**config.mk**
```make
export PLATFORM = sky130hd
export DESIGN_NAME = match_run_detector_flat
export DESIGN_NICKNAME = d
export VERILOG_FILES = /design/src/rtl/match_run_detector_if.sv /design/src/rtl/match_run_detector.sv /design/src/flat_wrapper.sv
export SDC_FILE = /design/constraint.sdc
export NUM_CORES = 1
export LEC_CHECK = 0
export CORE_UTILIZATION = 40
export CTS_CLUSTER_DIAMETER = 120
export CTS_CLUSTER_SIZE = 28
export DETAILED_ROUTE_END_ITERATION = 7
export GPL_ROUTABILITY_DRIVEN = 0
export PLACE_DENSITY = 0.65
export SLEW_MARGIN = 10
export SYNTH_ARGS = -nofsm -noshare
export SYNTH_HDL_FRONTEND = slang
export SYNTH_SLANG_ARGS = --single-unit
```
**constraint.sdc**
```tcl
create_clock -name clk -period 6 [get_ports clk]
set_input_delay 0.9 -clock clk [delete_from_list [all_inputs] [get_ports clk]]
set_output_delay 0.9 -clock clk [all_outputs]
set_load 0.05 [all_outputs]
```
**src/rtl/match_run_detector_if.sv**
```systemverilog
// Bundle of the sample stream, the lock/run status and the report handshake.
// The detector takes the slave side; the producer/consumer takes the master side.
interface match_run_detector_if #(
  parameter int CNT_W = 8
);
  logic             in_valid;
  logic             eq_in;
  logic [CNT_W-1:0] run_len;
  logic             locked;
  logic             rpt_valid;
  logic             rpt_ready;
  logic [CNT_W-1:0] rpt_len;
  logic             rpt_sat;
  logic             rpt_drop;

  modport master (
    output in_valid, eq_in, rpt_ready,
    input  run_len, locked, rpt_valid, rpt_len, rpt_sat, rpt_drop
  );

  modport slave (
    input  in_valid, eq_in, rpt_ready,
    output run_len, locked, rpt_valid, rpt_len, rpt_sat, rpt_drop
  );
endinterface

```
**src/rtl/match_run_detector.sv**
```systemverilog
// Tracks runs of comparator matches, declares lock with mismatch hysteresis and
// emits each completed match run through a single-entry valid/ready register.
module match_run_detector #(
  parameter int CNT_W         = 8,
  parameter int LOCK_THRESH   = 4,
  parameter int UNLOCK_THRESH = 2
) (
  input  logic                 clk,
  input  logic                 rst_n,
  match_run_detector_if.slave  bus
);

  localparam logic [1:0] ST_SEARCH = 2'd0;
  localparam logic [1:0] ST_LOCKED = 2'd1;
  localparam logic [1:0] ST_LOSING = 2'd2;

  localparam logic [CNT_W-1:0] RUN_MAX  = '1;
  localparam logic [CNT_W-1:0] LOCK_T   = CNT_W'(LOCK_THRESH);
  localparam logic [7:0]       UNLOCK_T = 8'(UNLOCK_THRESH);

  logic [1:0]       state_q, state_d;
  logic [CNT_W-1:0] run_len_q, run_len_d;
  logic [7:0]       miss_cnt_q, miss_cnt_d;
  logic             locked_q, locked_d;
  logic             rpt_valid_q, rpt_valid_d;
  logic [CNT_W-1:0] rpt_len_q, rpt_len_d;
  logic             rpt_sat_q, rpt_sat_d;
  logic             rpt_drop_q, rpt_drop_d;

  logic [CNT_W-1:0] run_inc;
  logic [7:0]       miss_inc;
  logic             new_rpt;
  logic             handshake;

  always_comb begin
    run_inc    = (run_len_q == RUN_MAX) ? RUN_MAX : run_len_q + CNT_W'(1);
    miss_inc   = miss_cnt_q + 8'd1;
    state_d    = state_q;
    run_len_d  = run_len_q;
    miss_cnt_d = miss_cnt_q;
    new_rpt    = 1'b0;

    if (bus.in_valid) begin
      if (bus.eq_in) begin
        run_len_d  = run_inc;
        miss_cnt_d = '0;
        case (state_q)
          ST_SEARCH: if (run_inc >= LOCK_T) state_d = ST_LOCKED;
          ST_LOSING: state_d = ST_LOCKED;
          ST_LOCKED: state_d = ST_LOCKED;
          default:   state_d = ST_SEARCH;
        endcase
      end else begin
        new_rpt   = (run_len_q != '0);
        run_len_d = '0;
        case (state_q)
          ST_LOCKED: begin
            if (UNLOCK_T == 8'd1) begin
              state_d    = ST_SEARCH;
              miss_cnt_d = '0;
            end else begin
              state_d    = ST_LOSING;
              miss_cnt_d = 8'd1;
            end
          end
          ST_LOSING: begin
            if (miss_inc == UNLOCK_T) begin
              state_d    = ST_SEARCH;
              miss_cnt_d = '0;
            end else begin
              miss_cnt_d = miss_inc;
            end
          end
          default: begin
            state_d    = ST_SEARCH;
            miss_cnt_d = '0;
          end
        endcase
      end
    end

    locked_d = (state_d == ST_LOCKED) || (state_d == ST_LOSING);
  end

  // A completing handshake frees the slot in time for a report formed on the same edge.
  always_comb begin
    handshake   = rpt_valid_q && bus.rpt_ready;
    rpt_valid_d = rpt_valid_q;
    rpt_len_d   = rpt_len_q;
    rpt_sat_d   = rpt_sat_q;
    rpt_drop_d  = rpt_drop_q;

    if (new_rpt) begin
      if (!rpt_valid_q || handshake) begin
        rpt_valid_d = 1'b1;
        rpt_len_d   = run_len_q;
        rpt_sat_d   = (run_len_q == RUN_MAX);
      end else begin
        rpt_drop_d  = 1'b1;
      end
    end else if (handshake) begin
      rpt_valid_d = 1'b0;
    end
  end

  always_ff @(posedge clk) begin
    if (!rst_n) begin
      state_q     <= ST_SEARCH;
      run_len_q   <= '0;
      miss_cnt_q  <= '0;
      locked_q    <= 1'b0;
      rpt_valid_q <= 1'b0;
      rpt_len_q   <= '0;
      rpt_sat_q   <= 1'b0;
      rpt_drop_q  <= 1'b0;
    end else begin
      state_q     <= state_d;
      run_len_q   <= run_len_d;
      miss_cnt_q  <= miss_cnt_d;
      locked_q    <= locked_d;
      rpt_valid_q <= rpt_valid_d;
      rpt_len_q   <= rpt_len_d;
      rpt_sat_q   <= rpt_sat_d;
      rpt_drop_q  <= rpt_drop_d;
    end
  end

  assign bus.run_len   = run_len_q;
  assign bus.locked    = locked_q;
  assign bus.rpt_valid = rpt_valid_q;
  assign bus.rpt_len   = rpt_len_q;
  assign bus.rpt_sat   = rpt_sat_q;
  assign bus.rpt_drop  = rpt_drop_q;

endmodule

```
**src/flat_wrapper.sv**
```systemverilog
// flat-port wrapper written by rule: the top's interface ports become plain ports
module match_run_detector_flat 
#(
  parameter int CNT_W         = 8,
  parameter int LOCK_THRESH   = 4,
  parameter int UNLOCK_THRESH = 2
)
  (clk, rst_n, bus_in_valid, bus_eq_in, bus_rpt_ready, bus_run_len, bus_locked, bus_rpt_valid, bus_rpt_len, bus_rpt_sat, bus_rpt_drop);
  match_run_detector_if #(.CNT_W(CNT_W)) bus_i ();
  input  logic clk;
  input  logic rst_n;
  input wire logic [$bits(bus_i.in_valid)-1:0] bus_in_valid;
  input wire logic [$bits(bus_i.eq_in)-1:0] bus_eq_in;
  input wire logic [$bits(bus_i.rpt_ready)-1:0] bus_rpt_ready;
  output wire logic [$bits(bus_i.run_len)-1:0] bus_run_len;
  output wire logic [$bits(bus_i.locked)-1:0] bus_locked;
  output wire logic [$bits(bus_i.rpt_valid)-1:0] bus_rpt_valid;
  output wire logic [$bits(bus_i.rpt_len)-1:0] bus_rpt_len;
  output wire logic [$bits(bus_i.rpt_sat)-1:0] bus_rpt_sat;
  output wire logic [$bits(bus_i.rpt_drop)-1:0] bus_rpt_drop;
  assign bus_i.in_valid = bus_in_valid;
  assign bus_i.eq_in = bus_eq_in;
  assign bus_i.rpt_ready = bus_rpt_ready;
  assign bus_run_len = bus_i.run_len;
  assign bus_locked = bus_i.locked;
  assign bus_rpt_valid = bus_i.rpt_valid;
  assign bus_rpt_len = bus_i.rpt_len;
  assign bus_rpt_sat = bus_i.rpt_sat;
  assign bus_rpt_drop = bus_i.rpt_drop;
  match_run_detector #(.CNT_W(CNT_W), .LOCK_THRESH(LOCK_THRESH), .UNLOCK_THRESH(UNLOCK_THRESH)) u_core (.clk(clk), .rst_n(rst_n), .bus(bus_i));
endmodule
```
==> results.tsv, run 1 <==
stage	metric	value	unit
critical_path	cp_max_fo	31	
die	die_width	68.6	um
status	outcome	completed	
die	rows	23	
cells_and_area	fill_cells	429	
cts	clkSinkCount	30	
timing	grt_setup_unrepaired	no	
pwr	comb_power_share	6.0	%
placement	portBuffers	24	
synth	synth_top_family_by_area	simple AND/OR/NAND/NOR gates	
flow_run	timing.max_cap.violations	0	
min_path	min_to	u_core.bus.rpt_drop$_SDFFE_PN0P_	
pwr	switching_power	90.9	uW
synth	ys_top_cells_by_area	dfxtp_1, nor2b_1, ha_1, mux2i_1, o21ai_0	
die	core	4140	sq um
cts	cts_max_level	2	
pwr	powerDensity	186	nW/um^2
critical_path	end_kind	flip-flop	
synth	syn-cell-area	1780	sq um
timing	hold_violations	0	
pwr	p_sw_share	23.1	%
synth	synthAdderAreaFrac	5.64	%
timing	setup_viol	0	
synth	synth_xor_area_share	0.493	%
synth	synth_edf_count	0	
cts	clkTransAtPathRegs	70	ps
global_route	top_usage_layer	met2	
global_route	grt_antenna_before_repair	0	
critical_path	crit_path_max_incr_delay	1100	ps
critical_path	timing.rr.start	u_core.bus.run_len[0]$_SDFFE_PN0P_	
pwr	intPower	302	uW
route	ant_nets	0	
cells_and_area	final_net_count	248	
die	start_util	42.8	%
cells_and_area	ff_latch_area	601	sq um
route	dr.pass1.iters	4	
route	drc	0	
timing	setup_tns	0	ps
synth	syn_avg_cell_area	8.18	sq um
global_route	grt_util_met2	26.5	%
critical_path	path_class	in2reg	
die	fp.dieH	68.6	um
cells_and_area	n_antenna_cell	0	
synth	seq_area_frac_synth	33.8	%
cts	cts-resized-gates	0	
route	wire_per_inst	13.4	um
synth	yosysWarnings	0	
synth	synth_cell_types	45	
timing	slew_headroom	30.4	%
min_path	min_from	u_core.bus.rpt_drop$_SDFFE_PN0P_	
synth	syn-num-nets	230	
timing	fmax	307	MHz
critical_path	cp.arrival	3430	ps
timing	finalCriticalPeriod	3260	ps
global_route	grt_util_met1	26.3	%
cells_and_area	drive_gt1_share	6.78	%
timing	maxSlewViolCount	0	
timing	fin_ws	2740	ps
timing	period_share	54.3	%
placement	pre_cts_ws	2480	ps
critical_path	cp_cell_sequence	clkdlybuf4s50_1 -> nand3b_1 -> nor2b_1 -> mux2i_1 -> nor2b_1	
timing	fin_worst_skew	6.97	ps
pwr	p_seq_share	51.1	%
global_route	grt.overflow.total	0	
route	drt-total-wl	3850	um
min_path	worstHoldPathCells	1	
cts	clock_path_buffers	2	
synth	synthFlopType	dfxtp_1	
synth	synthMuxAreaShare	5.07	%
cts	cts_made_buffers	5	
critical_path	cp_common_cell	nor2b_1	
cts	post-cts-setup-buffers	0	
route	viasPerCell	5.51	
timing	tightest_slew	1040	ps
cts	cts_hold_buf	0	
cts	clk_latency	280	ps
synth	async_flop_share	0	%
min_path	hold_path_class	reg2reg	
synth	synthSimpleGateAreaFrac	30.7	%
cells_and_area	area_delta_synth_final	19.3	%
pwr	ir_drop	0.102	mV
synth	synth_compound_area_share	20.4	%
synth	synth_common_cells	dfxtp_1, nor2b_1, nand2_1, o21ai_0, a21oi_1	
synth	synthDominantCellAreaShare	33.8	%
route	drt-initial-drc-count	88	
synth	syn_inst	217	
synth	ys_ff_latch	30	
critical_path	startpoint_type	input port	
die	ios	25	
die	die_area	4710	sq um
placement	dp_hpwl	2560	um
global_route	grt_pass1_wl	6490	um
global_route	grt_pass1_vias	1394	
critical_path	startpoint	bus_in_valid	
critical_path	cp.required	6170	ps
pwr	power.leakage	0.000752	uW
cts	cts_tree	done	
global_route	grt_max_degree	32	
cells_and_area	multi_input_area	1100	sq um
global_route	use_met3	4.61	%
cts	cts-root-buf	clkbuf_8	
critical_path	r2r_end	u_core.bus.rpt_len[1]$_SDFFE_PN0P_	
route	vias	1576	
pwr	power.share.clock	42.9	%
synth	synth.most_common_cell	dfxtp_1	
critical_path	slowest_stage	clkdlybuf4s50_1	
critical_path	r2r_setup_slack	3620	ps
synth	yosysTopAreaCell	dfxtp_1	
critical_path	reg2reg_depth	8	
global_route	grt_usage	18.7	%
## area by class of cell
cell class / instances / area share (%)
inverter: 5 / 0.886
sequential: 30 / 28.4
clock buffer: 7 / 4.08
multi-input combinational: 169 / 52.2
timing repair buffer: 24 / 11.3
tap: 50 / 2.95
clock inverter: 1 / 0.236
## how the worst max path moves through the flow
stage                                          to  slack, ps  cells past startpoint
2_1_floorplan        u_core.bus.locked$_SDFF_PN0_       3730                      7
3_3_place_gp   u_core.bus.rpt_len[1]$_SDFFE_PN0P_       2560                      5
3_5_place_dp   u_core.bus.rpt_len[1]$_SDFFE_PN0P_       2480                      5
4_1_cts        u_core.bus.rpt_len[1]$_SDFFE_PN0P_       2770                      5
5_1_grt           u_core.bus.rpt_sat$_SDFFE_PN0P_       2530                      5
6_report       u_core.bus.rpt_len[1]$_SDFFE_PN0P_       2740                      5
## power by group through the flow
stage	Clock, uW	Sequential, uW	Combinational (uW)
global placement	0	205	23.4
detailed placement	0	205	23.4
CTS	174	201	23.4
global route	185	201	25.8
finish	169	201	23.5
floorplan	0	208	13.5
## placed cells by master, fill, tap and decap left out, types with 3 or more instances in the layout
master            n
nor2_1            8
nor3_1            6
clkdlybuf4s50_1  24
a21oi_1          14
nand3b_1          3
inv_1             5
mux2i_1           9
nor2b_1          19
nand3_1           7
ha_1              8
nand2b_1          6
o211ai_1          4
and2_1            5
nand2_1          18
a21boi_0          4
o21ai_0          16
and3_1            7
clkbuf_8          6
a21bo_2           3
dfxtp_1          30
or3_1             3
nand4_1           3
## worst max-delay path: cells and delay by family
family / cells / cell delay, ps
and+or+nand+nor: 3 / 1140
buffers and inverters: 1 / 1100
muxes: 1 / 270
## kinds of logic after synthesis
group,after synthesis
compound gates,55
xor+xnor,1
fa+ha+maj,8
buf+inv,18
flops,30
mux,9
simple gates,96
## registers in the layout, summed over array words and instances (netlist names)
signal                count
u_core.state_q            2
u_core.bus.run_len        8
u_core.bus.locked         1
u_core.bus.rpt_len        8
u_core.bus.rpt_sat        1
u_core.bus.rpt_drop       1
u_core.bus.rpt_valid      1
u_core.miss_cnt_q         8
## routing by layer
layer | vias up | routed length (um) | part of all wire, %
met5 | - | 0 | 0
met4 | 0 | 42 | 1.1
met3 | 4 | 148 | 3.8
met2 | 28 | 1590 | 41
met1 | 733 | 2060 | 54
li1 | 811 | - | -
## per-stage QoR
| stage | std cells | cell area, sq um | util (%) | power [uW] | hold WS (ps) |
|---|---|---|---|---|---|
| floorplan | 217 | 1780 | - | 221 | 507 |
| global placement | 278 | 2030 | 48.9 | 229 | 462 |
| detailed placement | 278 | 2030 | 48.9 | 229 | 474 |
| CTS | 286 | 2120 | 51.1 | 398 | 489 |
| global route | 286 | 2120 | 51.1 | 411 | 514 |
| finish | 286 | 2120 | 51.1 | 393 | 483 |
No activity file was read; power rests on OpenSTA's default activity.
==> run 2, diff against run 1 <==
==> constraint.sdc (replaced) <==
create_clock -name clk -period 3.3 [get_ports clk]
set_input_delay 0.495 -clock clk [delete_from_list [all_inputs] [get_ports clk]]
set_output_delay 0.495 -clock clk [all_outputs]
set_load 0.05 [all_outputs]
==> run 2 against run 1 <==
  * Critical path depth shrank 4
  * Global-route usage fell by 0.57 points
  * Via count about the same
  * Die area unchanged
  * Critical path type is now reg2out
  * Largest cell class unchanged
  * Largest power group unchanged
==> results.tsv, run 2 (same netlist as run 1, synthesis figures left out) <==
stage	metric	value	unit	change
status	outcome	completed		
critical_path	slowest_stage	clkdlybuf4s50_1		
critical_path	cp_max_fo	11		-65%
timing	fin_worst_skew	7.34	ps	+0.371 ps
pwr	powerDensity	319	nW/um^2	+72%
route	dr.pass1.iters	4		unchanged
die	start_util	42.8	%	unchanged
timing	setup_viol	0		unchanged
cells_and_area	fill_cells	431		+0.47%
cts	cts-root-buf	clkbuf_8		
global_route	grt_pass1_wl	6310	um	-2.8%
global_route	grt_antenna_before_repair	0		unchanged
min_path	worstHoldPathCells	1		unchanged
route	wire_per_inst	13.2	um	-2.0%
global_route	grt_usage	18.1	%	-0.57 points
critical_path	crit_family	buffers and inverters		
cells_and_area	n_antenna_cell	0		unchanged
cells_and_area	ff_latch_area	601	sq um	unchanged
timing	fin_ws	1120	ps	-1620 ps
cts	cts_max_level	2		unchanged
timing	slew_headroom	41.2	%	+11 points
global_route	grt_pass1_vias	1352		-3.0%
cts	clkTransAtPathRegs	60	ps	about the same
critical_path	crit_path_max_incr_delay	880	ps	-220 ps
route	ant_nets	0		unchanged
pwr	p_seq_share	54.0	%	+2.9 points
critical_path	cp.required	2800	ps	-3370 ps
die	ios	25		unchanged
cts	cts_tree	done		
min_path	hold_path_class	reg2reg		
cells_and_area	layout_commonest_cell	dfxtp_1		
die	core	4140	sq um	unchanged
timing	period_share	66.2	%	
cells_and_area	drive_gt1_share	6.75	%	-0.029 points
timing	fmax	458	MHz	
timing	tightest_slew	879	ps	-163 ps
cts	clk_latency	280	ps	about the same
die	fp.dieH	68.6	um	unchanged
cells_and_area	final_net_count	250		+0.81%
cells_and_area	multi_input_area	1100	sq um	unchanged
timing	maxSlewViolCount	0		unchanged
critical_path	cp.depth	1		-4
route	vias	1575		-0.063%
cts	cts_made_buffers	5		unchanged
pwr	ir_drop	0.271	mV	+170%
pwr	power.share.clock	39.6	%	-3.3 points
cts	post-cts-setup-buffers	0		unchanged
global_route	grt_max_degree	31		-3.1%
timing	whs	468	ps	-14.9 ps
cells_and_area	final_cells	287		+0.35%
placement	dp_hpwl	2570	um	+0.57%
critical_path	end_kind	output pin		
die	die_area	4710	sq um	unchanged
placement	pre_cts_ws	918	ps	-1560 ps
global_route	grt.overflow.total	0		unchanged
pwr	p_total	677	uW	+72%
critical_path	path_class	reg2out		
critical_path	startpoint_type	flip-flop		
pwr	switching_power	149	uW	+64%
flow_run	timing.max_cap.violations	0		unchanged
timing	hold_violations	0		unchanged
cts	clock_path_buffers	2		unchanged
timing	finalCriticalPeriod	2180	ps	
pwr	comb_power_share	6.4	%	+0.4 points
pwr	p_sw_share	22.1	%	-1.0 points
pwr	power.leakage	0.000752	uW	about the same
placement	dpl.cell_count	280		+0.72%
route	drt-initial-drc-count	148		+68%
critical_path	cp_cell_sequence	clkdlybuf4s50_1		
route	drc	0		unchanged
pwr	intPower	527	uW	+74%
placement	portBuffers	24		unchanged
cts	cts-resized-gates	0		unchanged
timing	grt_setup_unrepaired	no		
cells_and_area	mostFrequentLayoutCells	dfxtp_1, clkdlybuf4s50_1, nor2b_1		
die	die_width	68.6	um	unchanged
critical_path	reg2reg_depth	7		-1
cells_and_area	area_delta_synth_final	19.3	%	unchanged
die	rows	23		unchanged
timing	setup_tns	0	ps	unchanged
critical_path	worst-path-buf-inv	1		unchanged
cts	cts_hold_buf	0		unchanged
critical_path	cp.arrival	1690	ps	-1740 ps
route	viasPerCell	5.49		-0.41%
cts	clkSinkCount	30		unchanged
route	drt-total-wl	3780	um	-1.7%
## run 2: routing by layer
layer,part of all wire (%),global-route usage (%)
met4,1.7,8.85
met5,0,0
met3,3.6,3.95
met1,52,25.5
met2,43,25.7
## run 2: cell type report
cell class | instances | share of cell area, %
inverter | 5 | 0.886
clock buffer | 7 | 3.60
tap | 50 | 2.95
timing repair buffer | 26 | 12.0
multi-input combinational | 169 | 52.2
sequential | 30 | 28.4
## run 2: final timing paths
path	from	to	slack [ps]
worst min register to register	u_core.bus.rpt_drop$_SDFFE_PN0P_	u_core.bus.rpt_drop$_SDFFE_PN0P_	470
worst min-delay path	u_core.bus.rpt_drop$_SDFFE_PN0P_	u_core.bus.rpt_drop$_SDFFE_PN0P_	470
worst max-delay path	u_core.bus.run_len[6]$_SDFFE_PN0P_	bus_run_len[6]	1120
worst max register to register	u_core.bus.run_len[1]$_SDFFE_PN0P_	u_core.bus.locked$_SDFF_PN0_	1130
## run 2: power groups by stage
stage | logic [uW] | clock network (uW) | registers [uW]
after floorplan | 24.5 | 0 | 378
after global placement | 43.6 | 0 | 373
after detailed placement | 43.1 | 0 | 373
after CTS | 43.5 | 285 | 365
after global routing | 47.5 | 297 | 365
final | 43.3 | 268 | 365
## run 2: through the flow
step           instance area, sq um  utilization, %
5_1_grt                        2120            51.1
4_1_cts                        2120            51.1
2_1_floorplan                  1780               -
6_report                       2120            51.1
3_3_place_gp                   2040            49.3
3_5_place_dp                   2040            49.3
==> patch 1, RTL diff (flow settings as in run 2) <==
`CNT_W` is set to 8 in 3 places; all go to 12.
--- a/src/rtl/match_run_detector_if.sv
+++ b/src/rtl/match_run_detector_if.sv
@@ -2,5 +2,5 @@
 // The detector takes the slave side; the producer/consumer takes the master side.
 interface match_run_detector_if #(
-  parameter int CNT_W = 8
+  parameter int CNT_W = 12
 );
   logic             in_valid;
--- a/src/rtl/match_run_detector.sv
+++ b/src/rtl/match_run_detector.sv
@@ -2,5 +2,5 @@
 // emits each completed match run through a single-entry valid/ready register.
 module match_run_detector #(
-  parameter int CNT_W         = 8,
+  parameter int CNT_W         = 12,
   parameter int LOCK_THRESH   = 4,
   parameter int UNLOCK_THRESH = 2
--- a/src/flat_wrapper.sv
+++ b/src/flat_wrapper.sv
@@ -2,5 +2,5 @@
 module match_run_detector_flat 
 #(
-  parameter int CNT_W         = 8,
+  parameter int CNT_W         = 12,
   parameter int LOCK_THRESH   = 4,
   parameter int UNLOCK_THRESH = 2
Ports: changed (resized bus_rpt_len and bus_run_len); port bits go from 25 to 33. The function was not compared with the original's and may differ.
==> patch 1 against run 2 <==
- routed wire length increased by 34%
- power increased by 35%
- sequential share of layout area increased by 0.99 points
- sequential cell count increased by 8
- critical path depth increased by 7
- final area increased by 22%
- setup slack got worse by 0.45 ns
- synthesized area increased by 20%
- register-to-register slack got worse by 0.46 ns
- first-iteration DRC count decreased by 30%
- critical endpoint is now u_core.bus.locked$_SDFF_PN0_
==> patch 1: results (changes against run 2) <==
Pwr
The net switching power of the design came to 0.196 mW (was 0.149 mW). The worst ir drop on vdd came to 0.000277 V (was 0.000271 V). The static power due to leakage is 0.999 nW (was 0.752 nW).

Worst setup path
The data arrival time of the critical path is 2.83 ns (was 1.69 ns). The beginning of the critical path is u_core.bus.run_len[1]$_SDFFE_PN0P_ (was u_core.bus.run_len[6]$_SDFFE_PN0P_). The worst reg-to-reg setup slack is 0.67 ns (was 1.13 ns). The endpoint of the lowest-slack register-to-register path is u_core.bus.locked$_SDFF_PN0_ (unchanged). The largest fanout on the critical path was 7 (was 11).

The cell at the slowest stage of the critical path is nor4_1 (was clkdlybuf4s50_1). The stage delay of the slowest cell on the critical path was 0.55 ns (was 0.88 ns). The worst reg2reg path depth was 8 (was 7).

Routing
The number of vias per cell is 5.48 (was 5.49). The total met3 wirelength after detailed routing is 262 um (was 135 um). The initial DRC count is 103 (was 148).

The length of routed met2 wiring is 2340 um (was 1610 um). The wire length on met1 is 2400 um (was 1970 um). The average wire per cell in the routed design is 14.0 um (was 13.2 um).

Yosys
The count of distinct cell types in the synthesized netlist is 48 (was 45). The post-synth net total is 279 (was 230). Top cells by instance count after synthesis: 39 x nor2_1, 38 x dfxtp_1, 20 x a21oi_1 (was 30 x dfxtp_1, 19 x nor2b_1, 18 x nand2_1). The async set or reset register ratio after synthesis is 0% (unchanged). The part of the Yosys area used for sequential elements is 35.8% (was 33.8%). Largest cells by area after synthesis: dfxtp_1 36%, mux2i_1 7.1%, nor2_1 6.9% (was dfxtp_1 34%, nor2b_1 6.7%, ha_1 5.6%).

Timing
The setup clock skew after layout is 0.00293 ns (was 0.00734 ns). The final hold slack is 0.489 ns (was 0.468 ns). The pin slew with the least headroom to its limit is 0.783 ns (was 0.879 ns).

Placement
The number of I/O port buffers is 32 (was 24). The area of placed instances is 0.00248 mm^2 (was 0.00204 mm^2). The half-perimeter wire length after detailed placement came to 3550 um (was 2570 um).

Status
Outcome: finished, final reports clean (unchanged).

Global route
The total global routing track utilization is 19.7% (was 18.1%). The via count of the first global-routing pass is 1829 (was 1352). The largest net degree at the start of global routing is 30 (was 31). The first-pass GRT wire length is 8460 um (was 6310 um).

Finish
The number of nets in the layout was 304 (was 250). The count of fill cells added during filler insertion is 509 (was 431). The proportion of layout cells with a drive suffix above 1 came to 7.56% (was 6.75%).

Clocking
The cell at the root of the clock tree is clkbuf_8 (unchanged).

Worst hold path
The number of cells on the worst hold path is 2 (was 1).
-- patch 1: metal layers --
metal	global-route usage [%]	vias up
li1	-	1001
met1	26.4	917
met2	31.4	54
met3	5.49	8
met4	5.03	0
met5	0	-
-- patch 1: layout make-up --
cell class	instances	area [um^2]	share of cell area, %
Clock buffer	6	82.6	3.19
Clock inverter	1	30.0	1.16
Inverter	10	37.5	1.45
Multi-Input combinational cell	199	1240	47.7
Sequential cell	38	761	29.3
Tap cell	70	87.6	3.38
Timing Repair Buffer	37	358	13.8
-- patch 1: worst max path at each step --
stage / endpoint / slack, ns / cells after the start
after floorplan: u_core.bus.locked$_SDFF_PN0_ / 0.77 / 8
after global placement: u_core.bus.locked$_SDFF_PN0_ / 0.76 / 8
after detailed placement: u_core.bus.locked$_SDFF_PN0_ / 0.71 / 8
after CTS: u_core.bus.locked$_SDFF_PN0_ / 0.69 / 8
after global routing: u_core.bus.locked$_SDFF_PN0_ / 0.37 / 8
final: u_core.bus.locked$_SDFF_PN0_ / 0.67 / 8
-- patch 1: worst max-delay path: cells and delay by family (launching register included) --
kind	cells	cell delay (ns)
AND/OR/NAND/NOR	5	1.27
flip-flops	1	0.44
adder cells (fa/ha/maj)	1	0.32
multiplexers	1	0.27
AO/OA/AOI/OAI	1	0.24
-- patch 1: power groups by stage --
stage	combinational, mW	sequential (mW)	clock (mW)
2_1_floorplan	0.0278	0.477	0
3_3_place_gp	0.0509	0.472	0
3_5_place_dp	0.0510	0.472	0
4_1_cts	0.0511	0.461	0.416
5_1_grt	0.0554	0.462	0.437
6_report	0.0508	0.462	0.403
-- patch 1: logic make-up after synthesis --
logic type               share of synthesized area [%]
AO/OA/AOI/OAI                                     20.2
XOR/XNOR                                          1.24
adder cells (fa/ha/maj)                           4.72
buffers and inverters                             5.90
flip-flops                                        35.8
multiplexers                                      7.08
AND/OR/NAND/NOR                                   25.1
-- patch 1: metrics by stage --
stage | setup WS [ns] | cells
final | 0.668 | 361
after global routing | 0.367 | 361
after CTS | 0.690 | 361
after detailed placement | 0.714 | 354
after global placement | 0.761 | 354
after floorplan | 0.769 | 266
==> patch 2, RTL diff (flow settings as in run 2) <==
Made on the original files. Make the reset (`rst_n`) asynchronous in one clocked block.
--- a/src/rtl/match_run_detector.sv
+++ b/src/rtl/match_run_detector.sv
@@ -104,5 +104,5 @@
   end
 
-  always_ff @(posedge clk) begin
+  always_ff @(posedge clk or negedge rst_n) begin
     if (!rst_n) begin
       state_q     <= ST_SEARCH;
Check against the original RTL: differs if rst_n is asserted again (counterexample within 4 cycles, from zero or initial values and one cycle with rst_n low); with rst_n held inactive, the same outputs for 10 cycles.
==> patch 2 against run 2 <==
- routed wire length is 2.5% lower
- core utilization fell by 1.4 points
- fmax down 4.1%
- sequential cell count is the same
- setup slack worse by 0.093 ns
- via count decreased by 5.5%
- global-route usage fell by 1.2 points
- final area increased by 2.8%
- synthesized area up 2.8%
- clock skew shrank 0.0010 ns
Power is not compared: it rests on default switching activity, and its combinational part moved more than twofold at a synthesized area within 25%.
==> patch 2: results (changes against run 2) <==
Routing
The via count is 1488 (was 1575). The wire length on met1 is 1930 um (was 1970 um). The length of routed met2 wiring is 1550 um (was 1610 um). The total met3 wirelength after detailed routing is 170 um (was 135 um). The number of vias per cell came to 5.64 (was 5.49). The average wire per cell in the routed design came to 14.0 um (was 13.2 um).

Timing
The final hold slack is 0.489 ns (was 0.468 ns). The post-route minimum period is 2.28 ns (was 2.18 ns). The pin slew with the least headroom to its limit is 0.511 ns (was 0.879 ns).

Global route
The global-route track usage on met2 was 24.1% (was 25.7%). The first-pass GRT wire length is 6560 um (was 6310 um). The met1 capacity usage during global routing was 25.4% (was 25.5%). The met3 capacity usage during global routing was 4.07% (was 3.95%). The most used routing layer in global routing is met1 (was met2). The total global routing track utilization is 16.9% (was 18.1%).

Yosys
The part of the Yosys area used for sequential elements is 41.1% (was 33.8%). The parity-gate share of the synthesized area counting xor and xnor cells is 0.960% (was 0.493%). The share of the synthesized area in compound gates (AO/OA/AOI/OAI) is 23.6% (was 20.4%). The post-synth net total is 201 (was 230). The count of distinct cell types in the synthesized netlist is 54 (was 45).

Top cells by instance count after synthesis: 30 x dfrtp_1, 18 x nand2_1, 15 x a21oi_1 (was 30 x dfxtp_1, 19 x nor2b_1, 18 x nand2_1). The async set or reset register ratio after synthesis is 100% (was 0%). The cell count after synthesis is 188 (was 217).

Worst setup path
The worst reg-to-reg setup slack is 1.02 ns (was 1.13 ns). The data arrival time of the critical path is 2.43 ns (was 1.69 ns). The kind of cell adding the most delay to the critical path is simple AND/OR/NAND/NOR gates (was buffers and inverters).

The cell at the slowest stage of the critical path is dfrtp_1 (was clkdlybuf4s50_1). The stage delay of the slowest cell on the critical path is 0.46 ns (was 0.88 ns).

Placement
The area of placed instances is 0.00209 mm^2 (was 0.00204 mm^2). The pre-CTS worst setup slack is 0.836 ns (was 0.918 ns). The half-perimeter wire length after detailed placement is 2580 um (was 2570 um). The number of cells in the design after placement is 256 (was 280).

Finish
The number of nets in the layout is 224 (was 250). The proportion of layout cells with a drive suffix above 1 is 13.7% (was 6.75%). The count of fill cells added during filler insertion came to 421 (was 431).

Status
Outcome: finished, final reports clean (unchanged).
patch 2: cell types whose count changed after synthesis, moves of 6 or more:
| cell | before | now |
|---|---|---|
| dfrtp_1 | 0 | 30 |
| mux2_2 | 0 | 9 |
| clkbuf_1 | 10 | 4 |
| dfxtp_1 | 30 | 0 |
| and3_1 | 7 | 1 |
| nor2b_1 | 19 | 2 |
| mux2i_1 | 9 | 1 |
patch 2: worst register-to-register path, delay by kind of cell (launching register included):
family                   cells  cell delay (ns)
AO/OA/AOI/OAI                3             0.65
adder cells (fa/ha/maj)      1             0.32
flip-flops                   1             0.46
AND/OR/NAND/NOR              3             0.73
patch 2: layout make-up:
type	count	area share, %
sequential	30	34.5
inverter	9	1.55
clock inverter	1	0.230
clock buffer	7	3.96
tap	52	2.99
multi-input combinational	138	44.7
timing repair buffer	27	12.1
patch 2: report_power, final:
part / internal [mW] / switching, mW / total, mW
logic: 0.126 / 0.201 / 0.327
registers: 0.405 / 0.0408 / 0.446
clock network: 0.168 / 0.137 / 0.305
patch 2: path summary, 6_finish.rpt:
kind / start / end / depth (start not counted)
worst min-delay path: u_core.bus.rpt_drop$_DFFE_PN0P_ / u_core.bus.rpt_drop$_DFFE_PN0P_ / 1
min in group asynchronous: rst_n / u_core.miss_cnt_q[1]$_DFFE_PN0P_ / 2
worst max-delay path: u_core.miss_cnt_q[0]$_DFFE_PN0P_ / u_core.bus.locked$_DFF_PN0_ / 7
worst max register to register: u_core.miss_cnt_q[0]$_DFFE_PN0P_ / u_core.bus.locked$_DFF_PN0_ / 7
max in group asynchronous: rst_n / u_core.bus.rpt_len[4]$_DFFE_PN0P_ / 2
worst min register to register: u_core.bus.rpt_drop$_DFFE_PN0P_ / u_core.bus.rpt_drop$_DFFE_PN0P_ / 1
